$ cat config.mk
export PLATFORM = sky130hd
export DESIGN_NAME = uart_tx_arbiter_flat
export DESIGN_NICKNAME = d
export VERILOG_FILES = /design/src/rtl/uart_tx_arbiter_if.sv /design/src/rtl/uart_tx_arbiter.sv /design/src/flat_wrapper.sv
export SDC_FILE = /design/constraint.sdc
export NUM_CORES = 1
export LEC_CHECK = 0
export BUFFER_PORTS_ARGS = -buffer_cell sky130_fd_sc_hd__buf_2
export CORE_ASPECT_RATIO = 0.7
export CORE_UTILIZATION = 39
export DETAILED_ROUTE_END_ITERATION = 16
export MAX_ROUTING_LAYER = met4
export PLACE_DENSITY = 0.69
export SLEW_MARGIN = 20
export SYNTH_ARGS = -nofsm -noshare
export SYNTH_HDL_FRONTEND = slang
export SYNTH_SLANG_ARGS = --single-unit
$ cat constraint.sdc
create_clock -name clk -period 1.77 [get_ports clk]
set_input_delay 0.0885 -clock clk [delete_from_list [all_inputs] [get_ports clk]]
set_output_delay 0.0885 -clock clk [all_outputs]
set_load 0.03 [all_outputs]
$ cat src/rtl/uart_tx_arbiter_if.sv
// uart_tx_arbiter_if
//   Bundles the two byte-stream requester ports, the uart_top transmit
//   handshake and the arbiter status outputs into one connection.
//   Port summary:
//     reqX_valid / reqX_data[7:0] / reqX_last : requester X byte stream
//     reqX_ready                              : requester X byte accepted
//     tx_busy                                 : busy output of uart_top
//     tx_data[7:0] / tx_stb                   : byte and strobe to uart_top
//     grant[1:0]                              : one-hot owner, 00 = none
//     timeout_pulse                           : grant revoked by timeout
//   Modports:
//     master : the arbiter itself (drives ready, tx_data, tx_stb, status)
//     slave  : the surroundings (requesters and uart_top)
interface uart_tx_arbiter_if;
    logic       req0_valid;
    logic [7:0] req0_data;
    logic       req0_last;
    logic       req0_ready;
    logic       req1_valid;
    logic [7:0] req1_data;
    logic       req1_last;
    logic       req1_ready;
    logic       tx_busy;
    logic [7:0] tx_data;
    logic       tx_stb;
    logic [1:0] grant;
    logic       timeout_pulse;

    modport master (
        input  req0_valid, req0_data, req0_last,
        input  req1_valid, req1_data, req1_last,
        input  tx_busy,
        output req0_ready, req1_ready,
        output tx_data, tx_stb, grant, timeout_pulse
    );

    modport slave (
        output req0_valid, req0_data, req0_last,
        output req1_valid, req1_data, req1_last,
        output tx_busy,
        input  req0_ready, req1_ready,
        input  tx_data, tx_stb, grant, timeout_pulse
    );
endinterface

$ cat src/rtl/uart_tx_arbiter.sv
// uart_tx_arbiter
//   Shares one uart_top transmitter between two byte-stream requesters
//   (port 0: board/score printer, port 1: status/debug messages).
//   Arbitration is per packet: the owner keeps the grant until its last
//   byte has been transmitted or it goes HOLD_TIMEOUT cycles without
//   presenting a byte. Each byte is sent as a one-cycle tx_stb, then a wait
//   for tx_busy to rise (bounded by BUSY_LAT) and to fall again.
//   Ports:
//     clk   : system clock
//     rst_n : asynchronous active-low reset
//     bus   : uart_tx_arbiter_if.master (requesters, uart_top, status)
module uart_tx_arbiter #(
    parameter int HOLD_TIMEOUT = 1024,
    parameter int BUSY_LAT     = 4
) (
    input  logic                   clk,
    input  logic                   rst_n,
    uart_tx_arbiter_if.master      bus
);

    localparam int IDLE_W = (HOLD_TIMEOUT > 1) ? $clog2(HOLD_TIMEOUT) : 1;
    localparam int LAT_W  = (BUSY_LAT > 1) ? $clog2(BUSY_LAT) : 1;
    localparam logic [IDLE_W-1:0] IDLE_MAX = IDLE_W'(HOLD_TIMEOUT - 1);
    localparam logic [LAT_W-1:0]  LAT_MAX  = LAT_W'(BUSY_LAT - 1);

    typedef enum logic [2:0] {
        S_IDLE,
        S_LOAD,
        S_STB,
        S_WAIT_HI,
        S_WAIT_LO
    } state_t;

    state_t            state_q, state_d;
    logic [1:0]        grant_q, grant_d;
    logic              last_grant_q, last_grant_d;   // index of previous owner
    logic [7:0]        tx_data_q, tx_data_d;
    logic              last_flag_q, last_flag_d;
    logic [IDLE_W-1:0] idle_cnt_q, idle_cnt_d;
    logic [LAT_W-1:0]  lat_cnt_q, lat_cnt_d;
    logic              timeout_q, timeout_d;

    logic       win_idx;
    logic       accept;
    logic [7:0] owner_data;
    logic       owner_last;

    // On a tie the requester that did not own the UART last time wins.
    assign win_idx = (bus.req0_valid && bus.req1_valid) ? ~last_grant_q
                                                        : bus.req1_valid;

    assign accept     = (state_q == S_LOAD) &&
                        ((grant_q[0] && bus.req0_valid) ||
                         (grant_q[1] && bus.req1_valid));
    assign owner_data = grant_q[1] ? bus.req1_data : bus.req0_data;
    assign owner_last = grant_q[1] ? bus.req1_last : bus.req0_last;

    // Outputs decode registered state only, so reset clears them at once.
    assign bus.req0_ready    = (state_q == S_LOAD) && grant_q[0];
    assign bus.req1_ready    = (state_q == S_LOAD) && grant_q[1];
    assign bus.tx_stb        = (state_q == S_STB);
    assign bus.tx_data       = tx_data_q;
    assign bus.grant         = grant_q;
    assign bus.timeout_pulse = timeout_q;

    always_comb begin
        // NOTE: every variable written here gets a default first; a path
        // that skips an assignment would otherwise infer a latch.
        state_d      = state_q;
        grant_d      = grant_q;
        last_grant_d = last_grant_q;
        tx_data_d    = tx_data_q;
        last_flag_d  = last_flag_q;
        idle_cnt_d   = idle_cnt_q;
        lat_cnt_d    = lat_cnt_q;
        timeout_d    = 1'b0;

        case (state_q)
            S_IDLE: begin
                // No new grant while uart_top is still busy from before.
                if (!bus.tx_busy && (bus.req0_valid || bus.req1_valid)) begin
                    grant_d      = win_idx ? 2'b10 : 2'b01;
                    last_grant_d = win_idx;
                    idle_cnt_d   = '0;
                    state_d      = S_LOAD;
                end
            end
            S_LOAD: begin
                // An accept on the threshold cycle wins over the timeout.
                if (accept) begin
                    tx_data_d   = owner_data;
                    last_flag_d = owner_last;
                    idle_cnt_d  = '0;
                    state_d     = S_STB;
                end else if (idle_cnt_q == IDLE_MAX) begin
                    timeout_d  = 1'b1;
                    grant_d    = 2'b00;
                    idle_cnt_d = '0;
                    state_d    = S_IDLE;
                end else begin
                    idle_cnt_d = idle_cnt_q + 1'b1;
                end
            end
            S_STB: begin
                lat_cnt_d = '0;
                state_d   = S_WAIT_HI;
            end
            S_WAIT_HI: begin
                if (bus.tx_busy) begin
                    state_d = S_WAIT_LO;
                end else if (lat_cnt_q == LAT_MAX) begin
                    // Busy never showed up: the byte is taken as sent.
                    state_d = last_flag_q ? S_IDLE : S_LOAD;
                    if (last_flag_q) grant_d = 2'b00;
                end else begin
                    lat_cnt_d = lat_cnt_q + 1'b1;
                end
            end
            S_WAIT_LO: begin
                if (!bus.tx_busy) begin
                    state_d = last_flag_q ? S_IDLE : S_LOAD;
                    if (last_flag_q) grant_d = 2'b00;
                end
            end
            default: begin
                state_d = S_IDLE;
                grant_d = 2'b00;
            end
        endcase
    end

    always_ff @(posedge clk or negedge rst_n) begin
        if (!rst_n) begin
            state_q      <= S_IDLE;
            grant_q      <= 2'b00;
            last_grant_q <= 1'b1;     // requester 0 wins the first tie
            tx_data_q    <= 8'h00;
            last_flag_q  <= 1'b0;
            idle_cnt_q   <= '0;
            lat_cnt_q    <= '0;
            timeout_q    <= 1'b0;
        end else begin
            // NOTE: non-blocking assignments so every register samples the
            // pre-edge values, independent of statement order.
            state_q      <= state_d;
            grant_q      <= grant_d;
            last_grant_q <= last_grant_d;
            tx_data_q    <= tx_data_d;
            last_flag_q  <= last_flag_d;
            idle_cnt_q   <= idle_cnt_d;
            lat_cnt_q    <= lat_cnt_d;
            timeout_q    <= timeout_d;
        end
    end

endmodule

$ cat src/flat_wrapper.sv
// flat-port wrapper written by rule: the top's interface ports become plain ports
module uart_tx_arbiter_flat 
#(
    parameter int HOLD_TIMEOUT = 1024,
    parameter int BUSY_LAT     = 4
)
  (clk, rst_n, bus_req0_valid, bus_req0_data, bus_req0_last, bus_req1_valid, bus_req1_data, bus_req1_last, bus_tx_busy, bus_req0_ready, bus_req1_ready, bus_tx_data, bus_tx_stb, bus_grant, bus_timeout_pulse);
  uart_tx_arbiter_if bus_i ();
  input  logic clk;
  input  logic rst_n;
  input wire logic [$bits(bus_i.req0_valid)-1:0] bus_req0_valid;
  input wire logic [$bits(bus_i.req0_data)-1:0] bus_req0_data;
  input wire logic [$bits(bus_i.req0_last)-1:0] bus_req0_last;
  input wire logic [$bits(bus_i.req1_valid)-1:0] bus_req1_valid;
  input wire logic [$bits(bus_i.req1_data)-1:0] bus_req1_data;
  input wire logic [$bits(bus_i.req1_last)-1:0] bus_req1_last;
  input wire logic [$bits(bus_i.tx_busy)-1:0] bus_tx_busy;
  output wire logic [$bits(bus_i.req0_ready)-1:0] bus_req0_ready;
  output wire logic [$bits(bus_i.req1_ready)-1:0] bus_req1_ready;
  output wire logic [$bits(bus_i.tx_data)-1:0] bus_tx_data;
  output wire logic [$bits(bus_i.tx_stb)-1:0] bus_tx_stb;
  output wire logic [$bits(bus_i.grant)-1:0] bus_grant;
  output wire logic [$bits(bus_i.timeout_pulse)-1:0] bus_timeout_pulse;
  assign bus_i.req0_valid = bus_req0_valid;
  assign bus_i.req0_data = bus_req0_data;
  assign bus_i.req0_last = bus_req0_last;
  assign bus_i.req1_valid = bus_req1_valid;
  assign bus_i.req1_data = bus_req1_data;
  assign bus_i.req1_last = bus_req1_last;
  assign bus_i.tx_busy = bus_tx_busy;
  assign bus_req0_ready = bus_i.req0_ready;
  assign bus_req1_ready = bus_i.req1_ready;
  assign bus_tx_data = bus_i.tx_data;
  assign bus_tx_stb = bus_i.tx_stb;
  assign bus_grant = bus_i.grant;
  assign bus_timeout_pulse = bus_i.timeout_pulse;
  uart_tx_arbiter #(.HOLD_TIMEOUT(HOLD_TIMEOUT), .BUSY_LAT(BUSY_LAT)) u_core (.clk(clk), .rst_n(rst_n), .bus(bus_i));
endmodule
==> results of run 1 <==
==> cell usage in the layout, fill, tap and decap left out, types with 2 or more instances in the layout <==
| cell | instances |
|---|---|
| sky130_fd_sc_hd__nor2b_1 | 2 |
| sky130_fd_sc_hd__o21ai_1 | 13 |
| sky130_fd_sc_hd__a21oi_1 | 6 |
| sky130_fd_sc_hd__nor3_1 | 2 |
| sky130_fd_sc_hd__clkbuf_8 | 4 |
| sky130_fd_sc_hd__nand2_1 | 19 |
| sky130_fd_sc_hd__o211ai_1 | 2 |
| sky130_fd_sc_hd__and3_1 | 5 |
| sky130_fd_sc_hd__a221o_1 | 3 |
| sky130_fd_sc_hd__nor2_1 | 7 |
| sky130_fd_sc_hd__a31oi_1 | 6 |
| sky130_fd_sc_hd__buf_2 | 36 |
| sky130_fd_sc_hd__buf_4 | 2 |
| sky130_fd_sc_hd__nand2b_1 | 2 |
| sky130_fd_sc_hd__nor4_1 | 2 |
| sky130_fd_sc_hd__nand3_1 | 2 |
| sky130_fd_sc_hd__nand3b_1 | 4 |
| sky130_fd_sc_hd__ha_1 | 2 |
| sky130_fd_sc_hd__dfrtp_1 | 26 |
| sky130_fd_sc_hd__o31a_1 | 2 |
| sky130_fd_sc_hd__a22o_1 | 5 |
| sky130_fd_sc_hd__mux2i_1 | 9 |
==> area by class of cell <==
class / instances / area [sq um]
timing repair buffer: 39 / 205
multi-input combinational: 115 / 777
tap: 50 / 62.6
inverter: 1 / 3.75
sequential: 28 / 703
clock buffer: 4 / 55.1
fill: 339 / 1820
==> registers in the layout, indices dropped and copies added (netlist names) <==
signal                    cells
u_core.idle_cnt_q            10
u_core.bus.tx_data            8
u_core.state_q                3
u_core.bus.grant              2
u_core.lat_cnt_q              2
u_core.bus.timeout_pulse      1
u_core.last_flag_q            1
u_core.last_grant_q           1
==> tightest hold or removal path, stage by stage <==
cell,delay [ps]
sky130_fd_sc_hd__buf_2,70
sky130_fd_sc_hd__mux2i_1,60
sky130_fd_sc_hd__o21ai_1,100
==> stage by stage <==
step	util	power, mW	std cells	instance area, sq um
after floorplan	-	2.12	149	1510
after global placement	0.480	2.41	232	1740
after detailed placement	0.480	2.47	232	1740
after CTS	0.498	2.87	237	1810
after global routing	0.498	3.07	237	1810
final	0.498	2.86	237	1810
==> routing by layer <==
metal  up-vias  GRT usage  routed length (um)
li1        640          -                   -
met1       603      0.234                1710
met2        17      0.245                1480
met3         4     0.0441                  79
met4         0     0.0577                  43
met5         -          -                   0
==> report_power, final <==
group          internal, mW  total, mW  switching (mW)
clock network         0.199      0.392           0.193
registers             0.852       1.06           0.210
logic                 0.557       1.40           0.848
==> final timing paths <==
path	start	to	slack (ps)
worst max-delay path	u_core.idle_cnt_q[0]	u_core.idle_cnt_q[0]	90
worst min register to register	u_core.bus.tx_data[5]	u_core.bus.tx_data[5]	490
worst max register to register	u_core.idle_cnt_q[0]	u_core.idle_cnt_q[0]	90
max in group asynchronous	rst_n	u_core.state_q[0]	980
worst min-delay path	bus_req0_data[3]	u_core.bus.tx_data[3]	80
min in group asynchronous	rst_n	u_core.idle_cnt_q[8]	350
==> kinds of logic (layout without fill, tap and decap cells) <==
family / count (synthesis) / count (layout) / synth area share
muxes: 10 / 10 / 0.0670
DFF: 28 / 28 / 0.464
and+or+nand+nor: 55 / 55 / 0.213
adders and majority gates: 2 / 2 / 0.0165
AOI/OAI and AO/OA: 48 / 48 / 0.217
buffers and inverters: 6 / 44 / 0.0223
==> what timing repair did <==
| item | CTS | global route |
|---|---|---|
| hold buffers | 1 | 0 |
| hold endpoints to repair | 27 | 0 |
| setup buffers | 0 | 0 |
| endpoints found under the setup margin | 0 | 1 |
| resized for setup | 0 | 1 |
==> summary.md, run 1 <==
| Metric | Value |
|---|---|
| Hold Vio Cnt, Final | `0` |
| Most frequent cells after synthesis | `sky130_fd_sc_hd__dfrtp_1 (27), sky130_fd_sc_hd__nand2_1 (19), sky130_fd_sc_hd__o21ai_1 (13)` |
| Diode count | `0` |
| Worst supply voltage drop on vdd | `0.000846 V` |
| Layout cell share with drive strength beyond 1 | `0.289` |
| Total stage count of the critical path | `5` |
| Top cells by area, synth | `sky130_fd_sc_hd__dfrtp_1 (45%), sky130_fd_sc_hd__mux2i_1 (6.0%), sky130_fd_sc_hd__nand2_1 (4.7%)` |
| Routed wire per std cell | `14.0 um` |
| Initial Util | `0.417` |
| IO Port Bufs | `36` |
| Final estimated routing congestion in global placement | `0.841` |
| Crit path largest cell delay | `380 ps` |
| Largest fanout on the critical path | `10` |
| Clock Skew | `8.41 ps` |
| Type of the worst setup path | `flip-flop to flip-flop` |
| Family of cells with the greatest summed delay on the critical path | `simple AND/OR/NAND/NOR gates` |
| Data required, critical path | `1930 ps` |
| Synth Flop Type | `sky130_fd_sc_hd__dfrtp_1` |
| Source-to-sink clock delay at the later pin of the worst-skew pair | `270 ps` |
| Number of violations reported at the end of detailed-routing iteration 0 | `94` |
| Hold/Removal Path Class | `input port to flip-flop` |
| Clock tree from TritonCTS | `yes` |
| Final period demand of the worst path | `1680 ps` |
| Avg Synthesized Cell Area | `10.2 sq um` |
| Floorplan core area | `0.00363 sq mm` |
| Worst setup slack after placement | `108 ps` |
| Minimum setup slack in the final design | `89.5 ps` |
| Largest net degree at the start of global routing | `29` |
| Worst slew margin | `0.591` |
| Total number of H-tree levels | `1` |
| Clock slew at the register clock pins of the worst setup and hold paths | `100 ps` |
| Post-Route WL | `3.32 mm` |
| Count of pins on the block boundary | `37` |
| Leakage power of the design | `0.860 nW` |
| Standard-cell rows | `18` |
| DIE WIDTH | `76.4 um` |
| Maximum clock rate | `595 MHz` |
| Die footprint | `0.00414 sq mm` |
| Count of warnings emitted by yosys | `0` |
| Max clock buf depth | `2` |
| Remaining antenna violation count | `0` |
| Post-Syn Area | `0.00151 sq mm` |
| Share of flip-flops with an asynchronous set or reset after synthesis | `1.00` |
| Outcome | `complete, no violations` |
| Largest area contributor in the synthesized netlist | `sky130_fd_sc_hd__dfrtp_1` |
| Die height | `54.1 um` |
| Setup repair after global routing missed its margin | `no` |
| Clock root cell | `sky130_fd_sc_hd__clkbuf_8` |
| Clock sink count | `28` |
| Number of pins with negative max-slew slack in the final report | `0` |
| DRC violation count after routing | `0` |
| Pwr/cell area | `1580 mW/mm^2` |
| Register bit count reported by yosys | `28` |
| Number of global-route vias before repair | `1100` |
| Number of buffers created by CTS | `3` |
| Data arrival, critical path | `1840 ps` |
| P&R area growth vs syn | `19.4%` |
| Placed wire-length estimate | `2.46 mm` |
| Number of different library cells in the post-synthesis netlist | `46` |
| Share of synthesized area occupied by flip-flops and latches | `0.464` |
| Register-to-Register Path Depth | `5` |
| Syn Nets | `174` |
| Total negative slack for setup checks | `0 ps` |
| Final layout net count | `213` |
| Detail-routed via count per cell | `5.33` |
| Cell breakdown of the critical path | `ha_1 -> and3_1 -> nand4_4 -> and2_4 -> mux2_2` |
| Cell with the largest stage delay on the worst path | `sky130_fd_sc_hd__dfrtp_1` |
| Hold-critical path depth | `3` |
| Worst path buffer plus inverter count | `0` |
| Synth top area share | `0.447` |
| Most frequently used cell type in the post-synthesis netlist | `sky130_fd_sc_hd__dfrtp_1` |
| Least-Margin Pin Slew | `614 ps` |
| Share of the clock period used by the worst path | `0.949` |
| Number of maximum-capacitance violations | `0` |
| Kind of capture point of the worst setup path | `flip-flop` |
| Final worst hold slack | `78.8 ps` |
| Instance count of the mapped netlist | `149` |
| Number of antenna violations at the first check in global routing | `0` |
| Wire length of the first global-routing pass | `5.20 mm` |
| Global router's overall resource usage | `0.171` |
| GRT Residual Overflow | `0` |
| Number of enable flip-flop cells after synthesis | `0` |
| Critical path launch point type | `flip-flop` |
| Number of setup violations in the final report | `0` |
| 1st-pass router iterations | `4` |
| Via count | `1264` |
(Power assumes the default switching activity.)
==> inputs of run 2 (changes only) <==
- REMOVE_ABC_BUFFERS: default -> 1
==> run 2 against run 1 <==
Against the previous run:
- power increased by 0.24%
- clock power decreased by 1%
- critical path depth unchanged
- clock skew increased by 0.57 ps
- hold slack improved by 8.6 ps
- largest cell class unchanged
- utilization about the same
- die area unchanged
- largest power group unchanged
- sequential share of layout area about the same
- register-to-register slack improved by 50 ps
- combinational power about the same
- routed wire length decreased by 0.42%
- maximum frequency increased by 3.3%
==> summary.md, run 2 (synthesis results as in run 1) <==
| Metric | Value |
|---|---|
| Maximum clock rate | `614 MHz` |
| Remaining antenna violation count | `0` |
| Final Power | `2.86 mW` |
| Initial Util | `0.417` |
| Hold/Removal Path Class | `input port to flip-flop` |
| Minimum setup slack in the final design | `142 ps` |
| Largest fanout on the critical path | `10` |
| Hold Vio Cnt, Final | `0` |
| Total stage count of the critical path | `5` |
| Diode count | `0` |
| Highest-count cells in the layout ignoring fill and taps | `sky130_fd_sc_hd__buf_2 (36), sky130_fd_sc_hd__dfrtp_1 (26), sky130_fd_sc_hd__nand2_1 (19)` |
| Final layout net count | `213` |
| Critical path launch point type | `flip-flop` |
| DIE WIDTH | `76.4 um` |
| Number of maximum-capacitance violations | `0` |
| IO Port Bufs | `36` |
| Standard-cell rows | `18` |
| Clock sink count | `28` |
| Number of antenna violations at the first check in global routing | `0` |
| Post-CTS setup repair buffer count | `0` |
| Number of setup violations in the final report | `0` |
| R2r startpoint | `u_core.idle_cnt_q[0]` |
| Family of cells with the greatest summed delay on the critical path | `simple AND/OR/NAND/NOR gates` |
| Crit path largest cell delay | `390 ps` |
| Data arrival, critical path | `1790 ps` |
| Most common cell after layout, fill and taps aside | `sky130_fd_sc_hd__buf_2` |
| Register ranked first by flip-flop count | `u_core.idle_cnt_q` |
| Clock tree from TritonCTS | `yes` |
| Worst supply voltage drop on vdd | `0.000818 V` |
| Least-Margin Pin Slew | `638 ps` |
| Final non-filler cell total | `237` |
| Number of global-route vias before repair | `1061` |
| Final period demand of the worst path | `1630 ps` |
| Global router's overall resource usage | `0.161` |
| Layout cell share with drive strength beyond 1 | `0.294` |
| Beginning of the worst hold path | `bus_req0_data[2]` |
| End-of-flow core utilization | `0.499` |
| Clock slew at the register clock pins of the worst setup and hold paths | `90 ps` |
| P&R area growth vs syn | `19.5%` |
| Max clock buf depth | `2` |
| DRC violation count after routing | `0` |
| Number of buffers created by CTS | `3` |
| Via count | `1317` |
| Max FFs per register | `10` |
| Detail-routed via count per cell | `5.56` |
| Routed wire per std cell | `13.9 um` |
| Clock root cell | `sky130_fd_sc_hd__clkbuf_8` |
| 1st-pass router iterations | `4` |
| Data required, critical path | `1930 ps` |
| Placed inst area | `0.00174 sq mm` |
| Cell breakdown of the critical path | `ha_1 -> and3_2 -> nand4_4 -> and2_4 -> a221o_1` |
| Largest net degree at the start of global routing | `29` |
| Leakage power of the design | `0.859 nW` |
| Wire length of the first global-routing pass | `4.98 mm` |
| Floorplan core area | `0.00363 sq mm` |
| Final estimated routing congestion in global placement | `0.766` |
| Die height | `54.1 um` |
| Worst setup slack after placement | `118 ps` |
| GRT Residual Overflow | `0` |
| Kind of capture point of the worst setup path | `flip-flop` |
| Outcome | `complete, no violations` |
| Post-Route WL | `3.31 mm` |
| Post-Layout Inst Area | `0.00181 sq mm` |
| Source-to-sink clock delay at the later pin of the worst-skew pair | `270 ps` |
| Clock Skew | `8.98 ps` |
| Placed wire-length estimate | `2.41 mm` |
| Type of the worst setup path | `flip-flop to flip-flop` |
| Setup crit start | `u_core.idle_cnt_q[0]` |
| Worst slew margin | `0.575` |
| Count of pins on the block boundary | `37` |
| Post-placement cell count | `232` |
| Cell with the largest stage delay on the worst path | `sky130_fd_sc_hd__dfrtp_1` |
| Pwr/cell area | `1580 mW/mm^2` |
| Count of fill cells added during filler insertion | `356` |
| Share of the clock period used by the worst path | `0.920` |
| Worst path buffer plus inverter count | `0` |
| Number of violations reported at the end of detailed-routing iteration 0 | `86` |
| Setup repair after global routing missed its margin | `no` |
| Register-to-Register Path Depth | `5` |
| Total number of H-tree levels | `1` |
| Number of pins with negative max-slew slack in the final report | `0` |
| Die footprint | `0.00414 sq mm` |
| Hold-critical path depth | `3` |
## run 2: cell counts in the layout (fill, tap and decap cells not counted)
Identical to the previous run, type by type.
## run 2: tightest hold or removal path, delay by kind of cell
| kind | cells | cell delay [ps] |
|---|---|---|
| AOI/OAI and AO/OA | 1 | 110 |
| buffers and inverters | 1 | 80 |
| muxes | 1 | 60 |
## run 2: report_power, final
group / switching [mW] / internal (mW)
registers: 0.212 / 0.852
clock network: 0.188 / 0.199
logic: 0.852 / 0.561
## run 2: repair_timing
item	in CTS	in global routing
resized for setup	0	2
hold buffers	1	0
endpoints found under the setup margin	0	2
hold endpoints to repair	27	0
## run 2: final timing paths
check | endpoint | slack, ps
max in group asynchronous | u_core.state_q[0] | 950
worst min register to register | u_core.bus.tx_data[0] | 490
worst max register to register | u_core.state_q[0] | 140
worst min-delay path | u_core.bus.tx_data[2] | 90
min in group asynchronous | u_core.bus.tx_data[6] | 370
worst max-delay path | u_core.state_q[0] | 140
## run 2: metal layers
metal,GRT usage,up-vias,share of wire
li1,-,642,-
met1,0.209,639,0.49
met2,0.260,34,0.47
met3,0.0305,2,0.032
met4,0.0513,0,0.0082
met5,-,-,0
## run 2: stage by stage
step | TNS, ps | hold WS [ps]
2_1_floorplan | -354 | -207
3_3_place_gp | 0 | 143
3_5_place_dp | 0 | 144
4_1_cts | 0 | 79.8
5_1_grt | 0 | 87.9
6_report | 0 | 87.4
## run 2: final cells by class
| class | count | area, sq um | area share |
|---|---|---|---|
| Multi-Input combinational cell | 115 | 778 | 0.430 |
| Tap cell | 50 | 62.6 | 0.0346 |
| Timing Repair Buffer | 39 | 205 | 0.113 |
| Inverter | 1 | 3.75 | 0.00208 |
| Clock buffer | 4 | 55.1 | 0.0304 |
| Sequential cell | 28 | 703 | 0.389 |
==> inputs of run 3 (changes only) <==
- ABC_AREA: default -> 1
==> run 3 against run 2 <==
Against the previous run:
- clock power increased by 33%
- sequential power about the same
- routed wire length increased by 0.18%
- synthesized area decreased by 0.91%
- flip-flop and latch count unchanged
- combinational power increased by 9%
- synthesized cell count increased by 29%
- hold slack got worse by 30 ps
- register-to-register slack improved by 80 ps
- maximum frequency increased by 3.5%
- largest power group unchanged
==> summary.md, run 3 <==
| Metric | Value |
|---|---|
| Number of enable flip-flop cells after synthesis | `0` |
| Global router's overall resource usage | `0.184` |
| Hold-critical path depth | `3` |
| Routed wire per std cell | `11.7 um` |
| Max clock buf depth | `2` |
| Internal power consumption | `1.66 mW` |
| Crit path largest cell delay | `360 ps` |
| Clock sink count | `28` |
| Number of antenna violations at the first check in global routing | `0` |
| Final estimated routing congestion in global placement | `0.926` |
| Pwr/cell area | `1690 mW/mm^2` |
| Data required, critical path | `1680 ps` |
| Least-Margin Pin Slew | `621 ps` |
| Total number of H-tree levels | `1` |
| Cell with the largest stage delay on the worst path | `sky130_fd_sc_hd__dfrtp_1` |
| Placed wire-length estimate | `2.47 mm` |
| Final worst hold slack | `57.2 ps` |
| Number of violations reported at the end of detailed-routing iteration 0 | `92` |
| Most frequent cells after synthesis | `sky130_fd_sc_hd__nand2_1 (53), sky130_fd_sc_hd__nor2_1 (31), sky130_fd_sc_hd__dfrtp_1 (27)` |
| Number of gates resized after cts | `0` |
| Number of global-route vias before repair | `1253` |
| Number of buffers created by CTS | `3` |
| Number of pins with negative max-slew slack in the final report | `0` |
| End-of-flow core utilization | `0.506` |
| Floorplan core area | `0.00360 sq mm` |
| Clock Skew | `5.32 ps` |
| Count of pins on the block boundary | `37` |
| Share of synthesized area occupied by flip-flops and latches | `0.468` |
| Largest net degree at the start of global routing | `29` |
| GRT Residual Overflow | `0` |
| Number of different library cells in the post-synthesis netlist | `30` |
| P&R area growth vs syn | `21.6%` |
| Number of maximum-capacitance violations | `0` |
| Synth top area share | `0.451` |
| Beginning of the worst hold path | `bus_req1_data[1]` |
| Source-to-sink clock delay at the later pin of the worst-skew pair | `280 ps` |
| Final Power | `3.09 mW` |
| Post-Route WL | `3.31 mm` |
| Sw frac | `0.461` |
| Count of fill cells added during filler insertion | `368` |
| Instance count of the mapped netlist | `192` |
| Register-to-Register Path Depth | `8` |
| Initial Util | `0.416` |
| Die height | `53.9 um` |
| Detail-routed via count per cell | `4.88` |
| Register Area | `702 sq um` |
| Die footprint | `0.00410 sq mm` |
| Total negative slack for setup checks | `0 ps` |
| Synth Flop Type | `sky130_fd_sc_hd__dfrtp_1` |
| Net switching power figure | `1.43 mW` |
| Remaining antenna violation count | `0` |
| Register ranked first by flip-flop count | `u_core.idle_cnt_q` |
| Count of warnings emitted by yosys | `0` |
| Register bit count reported by yosys | `28` |
| Hold Vio Cnt, Final | `0` |
| Highest-count cells in the layout ignoring fill and taps | `sky130_fd_sc_hd__nand2_1 (53), sky130_fd_sc_hd__buf_2 (36), sky130_fd_sc_hd__nor2_1 (31)` |
| Final period demand of the worst path | `1570 ps` |
| Cell breakdown of the critical path | `buf_4 -> clkinv_1 -> nor2_1 -> buf_2` |
| Family of cells with the greatest summed delay on the critical path | `buffers and inverters` |
| Post-Syn Area | `0.00150 sq mm` |
| Layout cell share with drive strength beyond 1 | `0.227` |
| R2r startpoint | `u_core.idle_cnt_q[0]` |
| Standard-cell rows | `18` |
| Largest area contributor in the synthesized netlist | `sky130_fd_sc_hd__dfrtp_1` |
| Maximum clock rate | `636 MHz` |
| Worst slew margin | `0.586` |
| Largest fanout on the critical path | `12` |
| Type of the worst setup path | `flip-flop to output pin` |
| Outcome | `complete, no violations` |
| Final non-filler cell total | `283` |
| Kind of capture point of the worst setup path | `output pin` |
| Flop2flop setup slack | `220 ps` |
| DRC violation count after routing | `0` |
| Share of flip-flops with an asynchronous set or reset after synthesis | `1.00` |
| Clk pwr share | `0.166` |
| Post-placement cell count | `278` |
| Via count | `1382` |
| Hold EP | `u_core.bus.tx_data[1]` |
| Diode count | `0` |
| Worst supply voltage drop on vdd | `0.000869 V` |
| Most common cell after layout, fill and taps aside | `sky130_fd_sc_hd__nand2_1` |
| 1st-pass router iterations | `4` |
| DIE WIDTH | `76.1 um` |
| Wire length of the first global-routing pass | `5.57 mm` |
| Critical path launch point type | `flip-flop` |
| Data arrival, critical path | `1480 ps` |
| Max FFs per register | `10` |
| Share of the clock period used by the worst path | `0.889` |
| IO Port Bufs | `36` |
| Final layout net count | `259` |
| Clock slew at the register clock pins of the worst setup and hold paths | `100 ps` |
| Worst flop-to-flop path endpoint | `u_core.state_q[0]` |
| Clock root cell | `sky130_fd_sc_hd__clkbuf_8` |
| Clock tree from TritonCTS | `yes` |
| Worst path buffer plus inverter count | `3` |
| Multi-input combinational cell area | `717 sq um` |
| Top cells by area, synth | `sky130_fd_sc_hd__dfrtp_1 (45%), sky130_fd_sc_hd__nand2_1 (13%), sky130_fd_sc_hd__nor2_1 (7.8%)` |
| Avg Synthesized Cell Area | `7.81 sq um` |
| Combinational group share of total power | `0.500` |
| Hold/Removal Path Class | `input port to flip-flop` |
| Portion of total power attributed to sequential cells | `0.335` |
| Most frequently used cell type in the post-synthesis netlist | `sky130_fd_sc_hd__nand2_1` |
| Leakage power of the design | `0.905 nW` |
| Setup repair after global routing missed its margin | `no` |
| Number of setup violations in the final report | `0` |
-- run 3: changes by cell type in the layout (fill, tap and decap cells not counted), sizes merged, moves of 3 or more --
cell    previous run  this run
a221o              3         0
a22o               5         0
a31oi              6         9
and3               5         0
inv                1        14
mux2i              9         0
nand2             19        57
nand3              3        10
nand3b             4         1
nand4              2         5
nor2               8        33
nor4               3         0
o21ai             14        10
-- run 3: metal layers --
metal	up-vias	routed length, um	track usage
li1	713	-	-
met1	622	1650	0.234
met2	42	1460	0.302
met3	5	167	0.0356
met4	0	35	0.0609
met5	-	0	-
-- run 3: worst register-to-register path, delay by kind of cell (launching register included) --
| kind | cells | cell delay, ps |
|---|---|---|
| buffers and inverters | 1 | 60 |
| adders and majority gates | 1 | 210 |
| DFF | 1 | 390 |
| AOI/OAI and AO/OA | 2 | 170 |
| and+or+nand+nor | 4 | 610 |
-- run 3: layout make-up --
cell class                      instances  area share
Clock inverter                          1      0.0165
Tap cell                               50      0.0343
Sequential cell                        28       0.385
Multi-Input combinational cell        146       0.393
Clock buffer                            3      0.0226
Timing Repair Buffer                   39       0.113
Inverter                               16      0.0357
-- run 3: timing repair --
action / in CTS / in global routing
hold buffers: 1 / 0
buffers inserted: 0 / 0
endpoints found under the hold margin: 27 / 0
-- run 3: power groups by stage --
stage	Combinational, mW	Sequential (mW)	Clock (mW)
2_1_floorplan	0.891	1.26	0
3_3_place_gp	1.53	1.04	0
3_5_place_dp	1.55	1.04	0
4_1_cts	1.55	1.03	0.527
5_1_grt	1.72	1.06	0.554
6_report	1.54	1.03	0.513
-- run 3: kinds of logic (layout without fill, tap and decap cells) --
logic type      count (synthesis)  in the layout  synth area share
fa+ha+maj                       2              2            0.0167
compound gates                 32             32             0.124
flops                          28             28             0.468
simple gates                  111            111             0.332
buf+inv                        18             59            0.0534
xor+xnor                        1              1           0.00584
-- run 3: how the worst max path moves through the flow --
stage	endpoint	cells past startpoint	from
finish	bus_req1_ready	4	u_core.bus.grant[1]
global route	u_core.state_q[0]	8	u_core.idle_cnt_q[0]
CTS	bus_req1_ready	4	u_core.bus.grant[1]
detailed placement	u_core.state_q[0]	8	u_core.idle_cnt_q[0]
global placement	u_core.state_q[0]	8	u_core.idle_cnt_q[0]
floorplan	bus_req1_ready	2	u_core.bus.grant[1]
-- run 3: metrics by stage --
| stage | cell area, sq um | setup slack (ps) |
|---|---|---|
| floorplan | 1480 | 208 |
| global placement | 1740 | 312 |
| finish | 1820 | 197 |
| CTS | 1820 | 178 |
| detailed placement | 1740 | 240 |
| global route | 1820 | 46.4 |
